**src/rtl/lw_sha_axi_pkg.sv**
```systemverilog
// Shared types and AXI constants for the lightweight AXI4 burst master.
package lw_sha_axi_pkg;

    // Controller states: command intake, write fill/address/data/response,
    // read address/data, and the one-cycle completion report.
    typedef enum logic [2:0] {
        ST_IDLE,
        ST_FILL,
        ST_AW,
        ST_W,
        ST_B,
        ST_AR,
        ST_R,
        ST_DONE
    } state_t;

    // Completion status reported alongside the done pulse.
    typedef enum logic [1:0] {
        STATUS_OK      = 2'b00,  // burst completed cleanly
        STATUS_RD_ERR  = 2'b01,  // read completed, some beat had rresp != OKAY
        STATUS_WR_FAIL = 2'b10,  // write failed (DECERR or SLVERR after all replays)
        STATUS_PROTO   = 2'b11   // read rlast framing did not match the burst length
    } status_t;

    // AXI response and burst encodings.
    localparam logic [1:0] RESP_OKAY   = 2'b00;
    localparam logic [1:0] RESP_EXOKAY = 2'b01;
    localparam logic [1:0] RESP_SLVERR = 2'b10;
    localparam logic [1:0] RESP_DECERR = 2'b11;
    localparam logic [1:0] BURST_INCR  = 2'b01;

    // AxSIZE encoding for a full-width beat of data_w bits.
    function automatic logic [2:0] axi_size(input int data_w);
        return 3'($clog2(data_w / 8));
    endfunction

endpackage

```
**src/rtl/lw_sha_beat_buf.sv**
```systemverilog
// Beat buffer: holds one write burst so it can be replayed after SLVERR.
// One synchronous write port, one combinational read port.
module lw_sha_beat_buf #(
    parameter int DATA_W = 32,
    parameter int DEPTH  = 16,
    parameter int IDX_W  = $clog2(DEPTH)
) (
    input  logic              aclk,
    input  logic              we,
    input  logic [IDX_W-1:0]  waddr,
    input  logic [DATA_W-1:0] wdata,
    input  logic [IDX_W-1:0]  raddr,
    output logic [DATA_W-1:0] rdata
);

    logic [DATA_W-1:0] mem [DEPTH];

    // Capture one incoming beat per write enable.
    // NOTE: storage is deliberately not reset; every entry is written before it is read.
    always_ff @(posedge aclk) begin
        if (we) begin
            mem[waddr] <= wdata;
        end
    end

    assign rdata = mem[raddr];

endmodule

```
**src/rtl/lw_sha_axi4_burst_master.sv**
```systemverilog
// Lightweight AXI4 burst master: buffers a write burst from a beat stream
// and replays it on SLVERR, or streams a read burst straight through while
// checking response codes and rlast framing.
module lw_sha_axi4_burst_master
    import lw_sha_axi_pkg::*;
#(
    parameter int ADDR_W    = 12,
    parameter int DATA_W    = 32,
    parameter int MAX_BEATS = 16,
    parameter int MAX_RETRY = 3,
    parameter int ID_W      = 4,
    localparam int LEN_W    = $clog2(MAX_BEATS),
    localparam int RETRY_W  = $clog2(MAX_RETRY + 1)
) (
    input  logic               aclk,
    input  logic               aresetn,
    // command
    input  logic               cmd_valid,
    output logic               cmd_ready,
    input  logic               cmd_write,
    input  logic [ADDR_W-1:0]  cmd_addr,
    input  logic [LEN_W-1:0]   cmd_len,
    // write-beat stream in
    input  logic [DATA_W-1:0]  wr_data,
    input  logic               wr_valid,
    output logic               wr_ready,
    // read-beat stream out
    output logic [DATA_W-1:0]  rd_data,
    output logic               rd_valid,
    input  logic               rd_ready,
    output logic               rd_last,
    // completion
    output logic               done,
    output logic [1:0]         done_status,
    output logic [RETRY_W-1:0] done_retries,
    // AXI write address
    output logic [ADDR_W-1:0]  awaddr,
    output logic [7:0]         awlen,
    output logic [2:0]         awsize,
    output logic [1:0]         awburst,
    output logic               awvalid,
    output logic [ID_W-1:0]    awid,
    input  logic               awready,
    // AXI write data
    output logic [DATA_W-1:0]  wdata,
    output logic               wlast,
    output logic               wvalid,
    input  logic               wready,
    // AXI write response
    input  logic [1:0]         bresp,
    input  logic               bvalid,
    output logic               bready,
    // AXI read address
    output logic [ADDR_W-1:0]  araddr,
    output logic [7:0]         arlen,
    output logic [2:0]         arsize,
    output logic [1:0]         arburst,
    output logic               arvalid,
    input  logic               arready,
    // AXI read data
    input  logic [DATA_W-1:0]  rdata,
    input  logic [1:0]         rresp,
    input  logic               rlast,
    input  logic               rvalid,
    output logic               rready
);

    localparam logic [RETRY_W-1:0] RETRY_LIMIT = RETRY_W'(MAX_RETRY);
    localparam logic [2:0]         BEAT_SIZE   = axi_size(DATA_W);

    state_t              state_q, state_d;
    logic [ADDR_W-1:0]   addr_q;
    logic [LEN_W-1:0]    len_q;
    logic [LEN_W-1:0]    beat_q;
    logic [RETRY_W-1:0]  retry_q;
    status_t             status_q;

    logic cmd_fire, fill_fire, w_fire, b_fire, r_fire, last_beat;
    logic resp_ok, can_retry;

    assign cmd_fire  = cmd_valid & cmd_ready;
    assign fill_fire = wr_valid & wr_ready;
    assign w_fire    = wvalid & wready;
    assign b_fire    = bvalid & bready;
    assign r_fire    = rvalid & rready;
    assign last_beat = (beat_q == len_q);
    assign resp_ok   = (bresp == RESP_OKAY) || (bresp == RESP_EXOKAY);
    assign can_retry = (bresp == RESP_SLVERR) && (retry_q < RETRY_LIMIT);

    // Address-channel encodings are fixed by the latched command.
    assign awaddr  = addr_q;
    assign awlen   = 8'(len_q);
    assign awsize  = BEAT_SIZE;
    assign awburst = BURST_INCR;
    assign awid    = '0;
    assign araddr  = addr_q;
    assign arlen   = 8'(len_q);
    assign arsize  = BEAT_SIZE;
    assign arburst = BURST_INCR;

    assign rd_data      = rdata;
    assign done_status  = status_q;
    assign done_retries = retry_q;

    // Buffered write beats; replays read the same entries again.
    lw_sha_beat_buf #(
        .DATA_W (DATA_W),
        .DEPTH  (MAX_BEATS),
        .IDX_W  (LEN_W)
    ) u_beat_buf (
        .aclk  (aclk),
        .we    (fill_fire),
        .waddr (beat_q),
        .wdata (wr_data),
        .raddr (beat_q),
        .rdata (wdata)
    );

    // State register.
    // NOTE: clocked state uses non-blocking assignments so every flop samples pre-edge values.
    always_ff @(posedge aclk or negedge aresetn) begin
        if (!aresetn) begin
            state_q <= ST_IDLE;
        end else begin
            state_q <= state_d;
        end
    end

    // Next-state logic; direction is carried by the FILL vs AR path.
    always_comb begin
        state_d = state_q;
        unique case (state_q)
            ST_IDLE: if (cmd_fire)               state_d = cmd_write ? ST_FILL : ST_AR;
            ST_FILL: if (fill_fire && last_beat) state_d = ST_AW;
            ST_AW:   if (awvalid && awready)     state_d = ST_W;
            ST_W:    if (w_fire && last_beat)    state_d = ST_B;
            ST_B: begin
                if (b_fire) begin
                    if (resp_ok)        state_d = ST_DONE;
                    else if (can_retry) state_d = ST_AW;
                    else                state_d = ST_DONE;
                end
            end
            ST_AR:   if (arvalid && arready)     state_d = ST_R;
            ST_R:    if (r_fire && last_beat)    state_d = ST_DONE;
            ST_DONE:                             state_d = ST_IDLE;
            default:                             state_d = ST_IDLE;
        endcase
    end

    // Handshake outputs decoded from the current state.
    // NOTE: every output gets a default first so no path through the case infers a latch.
    always_comb begin
        cmd_ready = 1'b0;
        wr_ready  = 1'b0;
        awvalid   = 1'b0;
        wvalid    = 1'b0;
        wlast     = 1'b0;
        bready    = 1'b0;
        arvalid   = 1'b0;
        rready    = 1'b0;
        rd_valid  = 1'b0;
        rd_last   = 1'b0;
        done      = 1'b0;
        unique case (state_q)
            ST_IDLE: cmd_ready = 1'b1;
            ST_FILL: wr_ready  = 1'b1;
            ST_AW:   awvalid   = 1'b1;
            ST_W: begin
                wvalid = 1'b1;
                wlast  = last_beat;
            end
            ST_B:    bready    = 1'b1;
            ST_AR:   arvalid   = 1'b1;
            ST_R: begin
                rready   = rd_ready;
                rd_valid = rvalid;
                rd_last  = last_beat;
            end
            ST_DONE: done      = 1'b1;
            default: ;
        endcase
    end

    // Command latch, beat index, replay count and completion status.
    always_ff @(posedge aclk or negedge aresetn) begin
        if (!aresetn) begin
            addr_q   <= '0;
            len_q    <= '0;
            beat_q   <= '0;
            retry_q  <= '0;
            status_q <= STATUS_OK;
        end else begin
            unique case (state_q)
                ST_IDLE: begin
                    if (cmd_fire) begin
                        addr_q   <= cmd_addr;
                        len_q    <= cmd_len;
                        beat_q   <= '0;
                        retry_q  <= '0;
                        status_q <= STATUS_OK;
                    end
                end
                ST_FILL: begin
                    if (fill_fire) beat_q <= last_beat ? '0 : beat_q + 1'b1;
                end
                ST_W: begin
                    if (w_fire) beat_q <= last_beat ? '0 : beat_q + 1'b1;
                end
                ST_B: begin
                    if (b_fire) begin
                        if (resp_ok)        status_q <= STATUS_OK;
                        else if (can_retry) retry_q  <= retry_q + 1'b1;
                        else                status_q <= STATUS_WR_FAIL;
                    end
                end
                ST_R: begin
                    if (r_fire) begin
                        beat_q <= last_beat ? '0 : beat_q + 1'b1;
                        // Framing errors outrank response errors and stay sticky.
                        if (rlast != last_beat) begin
                            status_q <= STATUS_PROTO;
                        end else if (rresp != RESP_OKAY && status_q != STATUS_PROTO) begin
                            status_q <= STATUS_RD_ERR;
                        end
                    end
                end
                default: ;
            endcase
        end
    end

endmodule

```
**config.mk**
```make
export PLATFORM = sky130hd
export DESIGN_NAME = lw_sha_axi4_burst_master
export DESIGN_NICKNAME = d
export VERILOG_FILES = /design/src/rtl/lw_sha_axi_pkg.sv /design/src/rtl/lw_sha_beat_buf.sv /design/src/rtl/lw_sha_axi4_burst_master.sv
export SDC_FILE = /design/constraint.sdc
export NUM_CORES = 1
export LEC_CHECK = 0
export CORE_MARGIN = 10
export CORE_UTILIZATION = 40
export DETAILED_ROUTE_END_ITERATION = 16
export GPL_TIMING_DRIVEN = 1
export PLACE_DENSITY_LB_ADDON = 0.1
export SETUP_SLACK_MARGIN = 0.15
export SYNTH_ARGS = -nofsm -noshare
export SYNTH_HDL_FRONTEND = slang
export SYNTH_HIERARCHICAL = 1
export SYNTH_SLANG_ARGS = --single-unit
```
**constraint.sdc**
```tcl
create_clock -name aclk -period 5.5 [get_ports aclk]
set_clock_uncertainty 0.05 [all_clocks]
set_input_delay 0.55 -clock aclk [delete_from_list [all_inputs] [get_ports aclk]]
set_output_delay 0.55 -clock aclk [all_outputs]
set_load 0.01 [all_outputs]
```
Yosys cells after proc, flatten, opt, wreduce, memory -nomap -nowiden
Memory sizes are Yosys's and may differ from the RTL's. Index checks and enable logic that the tools add are counted. W data, S select, Z words.

Bits in registers: 27. Bits in writable memories: 512. Input port bits: 96. Output and inout port bits: 133. Logic and storage cells: 102. Memories kept: 1.

Memory list: u_beat_buf.mem (words 16, width 32, read ports 1, clocked after memory_dff 0, write ports 1, line lw_sha_beat_buf.sv:16) `logic [DATA_W-1:0] mem [DEPTH];`.

Add/sub/neg operators: 2. $lt $le $gt $ge: 1. Equal/unequal tests: 26. Muxes and demuxes: 42. Bitwise gates (word level): 5. Reduce and logical (&&, ||, !) cells: 19.

Operators with widths (number): $mux W3 (10); $ne A2 B2 Y1 const B (13); $pmux W3 S8 (1); $mux W2 (10); $mux W4 (5); $pmux W4 S4 (1); $mux W1 (13); $eq A3 B3 Y1 const B (4); $reduce_and A5 Y1 (2); $logic_and A1 B1 Y1 (7); $reduce_and A7 Y1 (1); $eq A3 B2 Y1 const B (2); $ne A3 B3 Y1 const B (2); $pmux W2 S3 (1); $reduce_and A6 Y1 (1); $and A1 B1 Y1 (5); $add A4 B1 Y4 const B (1); $eq A4 B4 Y1 (1); $pmux W2 S2 (1); $reduce_bool A2 Y1 (2); $reduce_bool A4 Y1 (1); $eq A3 B1 Y1 const B (1); $logic_not A3 Y1 (1); $reduce_bool A3 Y1 (1); other kinds (8) (8).

Depth between registers and ports, before layout
Gate-level depths: netlist (run 1).

Word-level depth: 6. Mapped depth: 7. Mapped depth without buffers: 6.

Hierarchy
Netlist (run 1), hierarchy kept.

Modules (own cells, without submodules): lw_sha_beat_buf (instances 1, cells an instance 806, area each 19194.7 µm², sequential area each 15374.7 µm²); lw_sha_axi4_burst_master (instances 1, cells an instance 254, area each 2043.2 µm², sequential area each 675.6 µm²).

Least setup slack after synthesis (run 1)
OpenSTA, ideal clock, no wires.

Path kind: reg-to-reg. From: register state_q[0]. To: memory u_beat_buf.mem[0][0], enable pin. Setup time: 461 ps. Arrival time: 3807 ps. Data required time: 4989 ps. Path slack: 1182 ps. Stages on the path, launching flop included: 6. Buffers on the path: 2. Clock period less this slack: 4318 ps. Cells stage by stage: dfrtp_1 > buf_2 > clkbuf_1 > and3_1 > or3b_2 > nor3_1.

Longest elaborated chain between the ends: 5.

Ends and longest elaborated chain: start: declaration (line lw_sha_axi4_burst_master.sv:71) `state_t state_q, state_d;`; start signal: assignment (line lw_sha_axi4_burst_master.sv:125) `state_q <= state_d;`; $eq A3 B1 Y1 (line lw_sha_axi4_burst_master.sv:165) `unique case (state_q)`; $mux W1 (line lw_sha_axi4_burst_master.sv:165); $and A1 B1 Y1 (line lw_sha_axi4_burst_master.sv:82) `assign fill_fire = wr_valid & wr_ready;`; net fill_fire (line lw_sha_axi4_burst_master.sv:78) `logic cmd_fire, fill_fire, w_fire, b_fire, r_fire, last_beat;`; $mux W1 (line lw_sha_beat_buf.sv:21) `if (we) begin`; $mux W1 (implied by the code) (line lw_sha_beat_buf.sv:22) `mem[waddr] <= wdata;`; end: declaration (line lw_sha_beat_buf.sv:16).

The timed path passes the listed nets, and every way through them passes these cells.

Final worst setup path (run 1)
From: register beat_q[0]. To: output port wdata[23].

Longest elaborated chain between the ends: 1.

Ends and longest elaborated chain: start: declaration (line lw_sha_axi4_burst_master.sv:74) `logic [LEN_W-1:0] beat_q;`; start signal: assignment (line lw_sha_axi4_burst_master.sv:205) `if (fill_fire) beat_q <= last_beat ? '0 : beat_q + 1'b1;`; start signal: assignment (line lw_sha_axi4_burst_master.sv:208) `if (w_fire) beat_q <= last_beat ? '0 : beat_q + 1'b1;`; start signal: assignment (line lw_sha_axi4_burst_master.sv:219) `beat_q <= last_beat ? '0 : beat_q + 1'b1;`; $mem_v2 Z16 W32; end: declaration (line lw_sha_axi4_burst_master.sv:45) `output logic [DATA_W-1:0] wdata,`.

No other way between the ends.

==> results of run 1 <==
worst paths after layout:
| path | startpoint | end | depth (start not counted) |
|---|---|---|---|
| max | beat_q[0] | wdata[23] | 5 |
| min | aresetn | done_retries[0] | 2 |
| max reg2reg | beat_q[0] | u_beat_buf/mem[3][1] | 4 |
| min reg2reg | araddr[6] | araddr[6] | 2 |
| max in group asynchronous | aresetn | beat_q[0] | 2 |
| min in group aclk | cmd_addr[6] | araddr[6] | 3 |
worst max-delay path, delay by kind of cell, from the launching register on:
family	cells	cell delay, ns
flops	1	1.14
buf+inv	2	1.04
simple gates	1	0.15
compound gates	1	0.34
mux	1	0.55
cells in the mapped netlist, types with 2 or more instances:
library cell / n
edfxtp_1: 512
mux4_2: 128
nand2_1: 94
buf_4: 79
a22oi_1: 65
dfrtp_1: 27
clkbuf_1: 20
nor2_1: 19
buf_2: 12
buf_1: 11
nor3_1: 9
nand3_1: 8
a21oi_1: 6
o21ai_0: 6
nor2b_1: 5
and3_1: 4
inv_1: 4
nand2b_1: 4
nor3b_1: 4
xor2_1: 4
a31oi_1: 3
and2_1: 3
and2_2: 2
conb_1: 2
ha_1: 2
mux2i_1: 2
nand3b_1: 2
o22ai_1: 2
or3b_2: 2
layout make-up:
cell class / count / share of cell area (%)
Sequential cell: 539 / 64.4
Inverter: 4 / 0.0602
Timing Repair Buffer: 175 / 6.74
Tap cell: 688 / 3.45
Clock buffer: 72 / 5.94
Clock inverter: 28 / 0.968
Multi-Input combinational cell: 415 / 18.5
report_power, final:
| group | total, W | internal (W) | switching [W] |
|---|---|---|---|
| Clock | 0.00356 | 0.00204 | 0.00153 |
| Combinational | 0.00308 | 0.00158 | 0.00149 |
| Sequential | 0.00502 | 0.00471 | 0.000312 |
routing by layer:
metal	up-vias	wire, um	part of all wire [%]
li1	4488	-	-
met1	5531	22100	44
met2	264	24800	49
met3	57	2800	5.6
met4	4	699	1.4
met5	-	18	0.036
through the flow:
step | power [W] | std cells | area, sq um
global placement | 0.00828 | 1821 | 23200
CTS | 0.0119 | 1921 | 25000
finish | 0.0117 | 1921 | 25000
global route | 0.0123 | 1921 | 25000
detailed placement | 0.00828 | 1821 | 23200
floorplan | 0.00689 | 1080 | 21300
flip-flops by register name, indices dropped and copies added (netlist names):
signal          cells
araddr             12
beat_q              4
done_retries        2
done_status         2
len_q               4
state_q             3
u_beat_buf/mem    512
cells in the final DEF (no fill, tap or decap), types with 15 or more instances in the layout:
| cell | instances |
|---|---|
| buf_4 | 32 |
| clkbuf_1 | 15 |
| conb_1 | 22 |
| dfrtp_1 | 25 |
| clkbuf_16 | 57 |
| a22oi_1 | 65 |
| nand2_1 | 94 |
| clkdlybuf4s50_1 | 142 |
| mux4_2 | 128 |
| edfxtp_1 | 512 |
cell families (layout without fill, tap and decap cells):
logic type | after synthesis | count (layout)
multiplexers | 131 | 131
flip-flops | 539 | 539
AND/OR/NAND/NOR | 163 | 163
other | 2 | 22
buffers and inverters | 126 | 279
adder cells (fa/ha/maj) | 2 | 2
XOR/XNOR | 5 | 5
AO/OA/AOI/OAI | 92 | 92
==> run_results.csv, run 1 <==
group,metric,value,unit
clock_network,ctsResizeCount,0,
clock_network,postCtsHoldBufs,0,
grt,grt_use_met3,3.45,%
grt,met2_usage,26.1,%
worst_setup_path,worst_path_max_delay_cell,"dfrtp_4",
floorplan,die_h,250,um
flow_run,cap_violations,0,
drt,vias,10300,
layout,nFillCells,4468,
drt,drc,0,
yosys,synth.distinct_cells,48,
run_status,outcome,"complete, no violations",
yosys,synth_area_leader_cell,"edfxtp_1",
layout,areaGrowthSynthToFinish,17.5,%
sta,worstMarginPinSlew,1.08,ns
grt,grt_max_degree,69,
drt,drt-total-wl,50.4,mm
floorplan,rows,84,
worst_setup_path,start_kind,"register",
yosys,synthTopCellsByArea,"edfxtp_1, mux4_2, dfrtp_1",
yosys,ys_seq_area_share,75.6,%
clock_network,cts_root_buf,"clkbuf_16",
worst_setup_path,worstSetupPathType,"register to output pin",
grt,grt_use_total,16.0,%
clock_network,ctsHtreeMaxLevel,2,
yosys,synthCells,1060,
hold_path,hp-class,"input pin to asynchronous set/reset pin",
layout,n_antenna_cell,0,
worst_setup_path,r2r_setup_slack,1.78,ns
placed_design,routabilityCongestion,0.718,
sta,finalWorstSetupSlack,1.08,ns
worst_setup_path,path_max_fanout,52,
yosys,yosys.area_share.adder,0.118,%
yosys,synthXorXnorAreaFrac,0.206,%
worst_setup_path,critPathMaxStageDelay,1.14,ns
yosys,synth_simple_gate_area_share,3.55,%
sta,post-route-period-util,80.4,%
pwr,leakage,7.96,nW
yosys,ys_seq_elements,539,
floorplan,fp.coreArea,52600,sq um
placed_design,io_buffers,142,
worst_setup_path,crit_arrival,3.82,ns
grt,grt_overflow,0,
yosys,synth_edf_count,512,
yosys,synth_compound_area_share,3.10,%
floorplan,die_area,62700,sq um
clock_network,cts_tree,"yes",
yosys,ys_warn_count,6,
grt,grt_first_pass_wirelength,74.9,mm
worst_setup_path,critPathRequiredTime,4.90,ns
floorplan,ioPinCount,229,
floorplan,initial_core_util,40.4,%
sta,fin_crit,4.42,ns
drt,vias_per_cell,5.38,
yosys,synth_top_family_by_area,"multiplexers",
grt,grt_antenna_before_repair,2,
clock_network,post_cts_buffers,0,
layout,regArea,16100,sq um
sta,finalHoldViolCount,0,
sta,max_slew_margin,27.7,%
layout,nNetsFinal,1289,
yosys,synthFlopType,"edfxtp_1",
yosys,synthArstFlopShare,5.01,%
layout,drive_above_1_share,21.1,%
layout,fin_util,47.5,%
sta,rsz0062_at_grt,"false",
clock_network,clkLatencyLatePin,0.60,ns
drt,drtIter0Drc,757,
yosys,muxShareOfSynthArea,13.7,%
sta,achievable-frequency,0.226,GHz
sta,slew_violations,0,
layout,multi_input_area,4610,sq um
worst_setup_path,critPathCaptureType,"output pin",
clock_network,cts.sinks,539,
clock_network,path_clk_slew,0.06,ns
placed_design,hpwl,28.1,mm
clock_network,cts_made_buffers,56,
yosys,synth_area,21200,sq um
worst_setup_path,crit_chain,"buf_4 -> mux4_2 -> a22oi_1 -> nand2_1 -> clkdlybuf4s50_1",
sta,whs,0.275,ns
yosys,avgSynthCellArea,20.0,sq um
sta,setup_violations,0,
drt,dr.pass1.iters,5,
clock_network,cts_buffer_depth,3,
grt,grt_pass1_vias,11200,
drt,wl_per_cell,26.2,um
grt,use_met1,21.5,%
drt,drtAntennaViolNets,0,
pwr,peakVddDrop,0.265,mV
floorplan,die_x,250,um
grt,grt.busiest_layer,"met2",
pwr,powerDensity,467,nW/um^2
sta,setup-tns-final,0,ns
yosys,yosys.area.top_type_share,72.4,%
placed_design,place_ws,1.57,ns
(Power assumes the default switching activity.)
==> run 2, diff against run 1 <==
- clock period: 5.5 -> 4.02 ns (I/O delays scaled with it)
==> run 2 against run 1 <==
Effect of this change: register-to-register slack worse by 0.74 ns; cell count is 1.1% higher; design area is 1.6% higher; power is 41% higher; sequential power is 34% higher; sequential share of layout area is 1.0 points lower; sequential cell count stayed put; non-clock buffer count is 19 higher; critical path type unchanged; largest cell class unchanged.
==> run_results.csv, run 2 (synthesized netlist as in run 1, its figures left out) <==
group,metric,value,unit
sta,achievable-frequency,0.285,GHz
layout,final_cell_mix,"edfxtp_1, clkdlybuf4s50_1, mux4_2, nand2_1, a22oi_1",
hold_path,hp-class,"input pin to asynchronous set/reset pin",
grt,grt_max_degree,35,
clock_network,cts_buffer_depth,3,
worst_setup_path,crit_path_end,"wdata[17]",
drt,vias_per_cell,5.39,
floorplan,ioPinCount,229,
grt,grt_pass1_vias,11200,
placed_design,hpwl,28.3,mm
sta,slew_violations,0,
worst_setup_path,path_max_fanout,22,
clock_network,ctsHtreeMaxLevel,2,
sta,fin_crit,3.51,ns
worst_setup_path,start_kind,"register",
layout,n_antenna_cell,0,
layout,largest_reg_flops,512,
sta,setup-tns-final,0,ns
worst_setup_path,rr_startpoint,"state_q[2]",
sta,finalWorstSetupSlack,0.513,ns
placed_design,io_buffers,142,
clock_network,ctsResizeCount,0,
sta,whs,0.135,ns
sta,setup_violations,0,
worst_setup_path,ff2ff_path_depth,5,
worst_setup_path,worstSetupPathType,"register to output pin",
floorplan,die_area,62700,sq um
clock_network,cts.sinks,539,
drt,drtIter0Drc,713,
worst_setup_path,r2r-end,"u_beat_buf/mem[0][17]",
grt,grt_first_pass_wirelength,75.4,mm
worst_setup_path,critPathCaptureType,"output pin",
layout,areaGrowthSynthToFinish,19.4,%
sta,worstMarginPinSlew,0.697,ns
layout,drive_above_1_share,23.4,%
placed_design,routabilityCongestion,0.716,
sta,max_slew_margin,53.5,%
pwr,peakVddDrop,0.450,mV
floorplan,initial_core_util,40.4,%
run_status,outcome,"complete, no violations",
placed_design,place_ws,0.906,ns
worst_setup_path,crit_arrival,3.05,ns
drt,drt-total-wl,50.4,mm
pwr,leakage,8.15,nW
clock_network,path_clk_slew,0.06,ns
floorplan,rows,84,
pwr,power,0.0165,W
clock_network,clkLatencyLatePin,0.59,ns
worst_setup_path,critPathRequiredTime,3.57,ns
grt,grt_antenna_before_repair,3,
layout,nNetsFinal,1310,
floorplan,fp.coreArea,52600,sq um
worst_setup_path,r2r_setup_slack,1.04,ns
drt,vias,10500,
sta,finalHoldViolCount,0,
pwr,powerDensity,650,nW/um^2
drt,drtAntennaViolNets,0,
layout,top_register,"u_beat_buf/mem",
layout,layout_commonest_cell,"edfxtp_1",
drt,wl_per_cell,25.9,um
drt,dr.pass1.iters,5,
clock_network,cts_root_buf,"clkbuf_16",
floorplan,die_h,250,um
clock_network,cts_tree,"yes",
sta,rsz0062_at_grt,"false",
drt,drc,0,
grt,grt_use_total,16.0,%
floorplan,die_x,250,um
sta,post-route-period-util,87.2,%
clock_network,cts_made_buffers,58,
flow_run,cap_violations,0,
worst_setup_path,crit_start,"beat_q[0]",
grt,grt_overflow,0,
[run 2: layer usage]
metal  GRT usage [%]  wire length, um
met3            3.71             2480
met2            25.7            24500
met5               0               40
met4            3.92              925
met1            21.7            22500
[run 2: report_power, final]
group,internal (W),leakage (nW),switching [W],total (W)
Combinational,0.00228,2.29,0.00226,0.00454
Sequential,0.00645,4.95,0.000271,0.00672
Clock,0.00310,0.917,0.00212,0.00522
Total,0.0118,8.15,0.00465,0.0165
[run 2: final cells by class]
type,count,area (sq um)
fill,4402,27200
sequential,539,16100
multi-input combinational,415,4640
timing repair buffer,194,1920
clock buffer,68,1500
tap,688,861
clock inverter,35,368
inverter,4,15.0
[run 2: timing repair]
action                     4_1_cts  5_1_grt
setup endpoints to repair        0        4
hold buffers                     0        0
buffers inserted                 0        1
[run 2: worst min-delay path by stage]
stage,slack [ns],end,start
2_1_floorplan,0.06,araddr[0],aresetn
3_3_place_gp,0.44,araddr[5],araddr[5]
3_5_place_dp,0.45,araddr[5],araddr[5]
4_1_cts,0.11,araddr[7],aresetn
5_1_grt,0.15,araddr[7],aresetn
6_report,0.13,araddr[7],aresetn
[run 2: worst max-delay path, cell delays in order (launching register included)]
cell             delay, ns
dfrtp_4               0.70
buf_12                0.28
buf_4                 0.19
mux4_2                0.49
a22oi_1               0.21
nand2_1               0.07
clkdlybuf4s50_1       0.50
[run 2: per-stage QoR]
stage                     instance area [sq um]  instances  utilization [%]
after floorplan                           21300       1080                -
after global placement                    23500       1839             44.7
after detailed placement                  23500       1839             44.7
after CTS                                 25300       1942             48.2
after global routing                      25400       1943             48.3
final                                     25400       1943             48.3
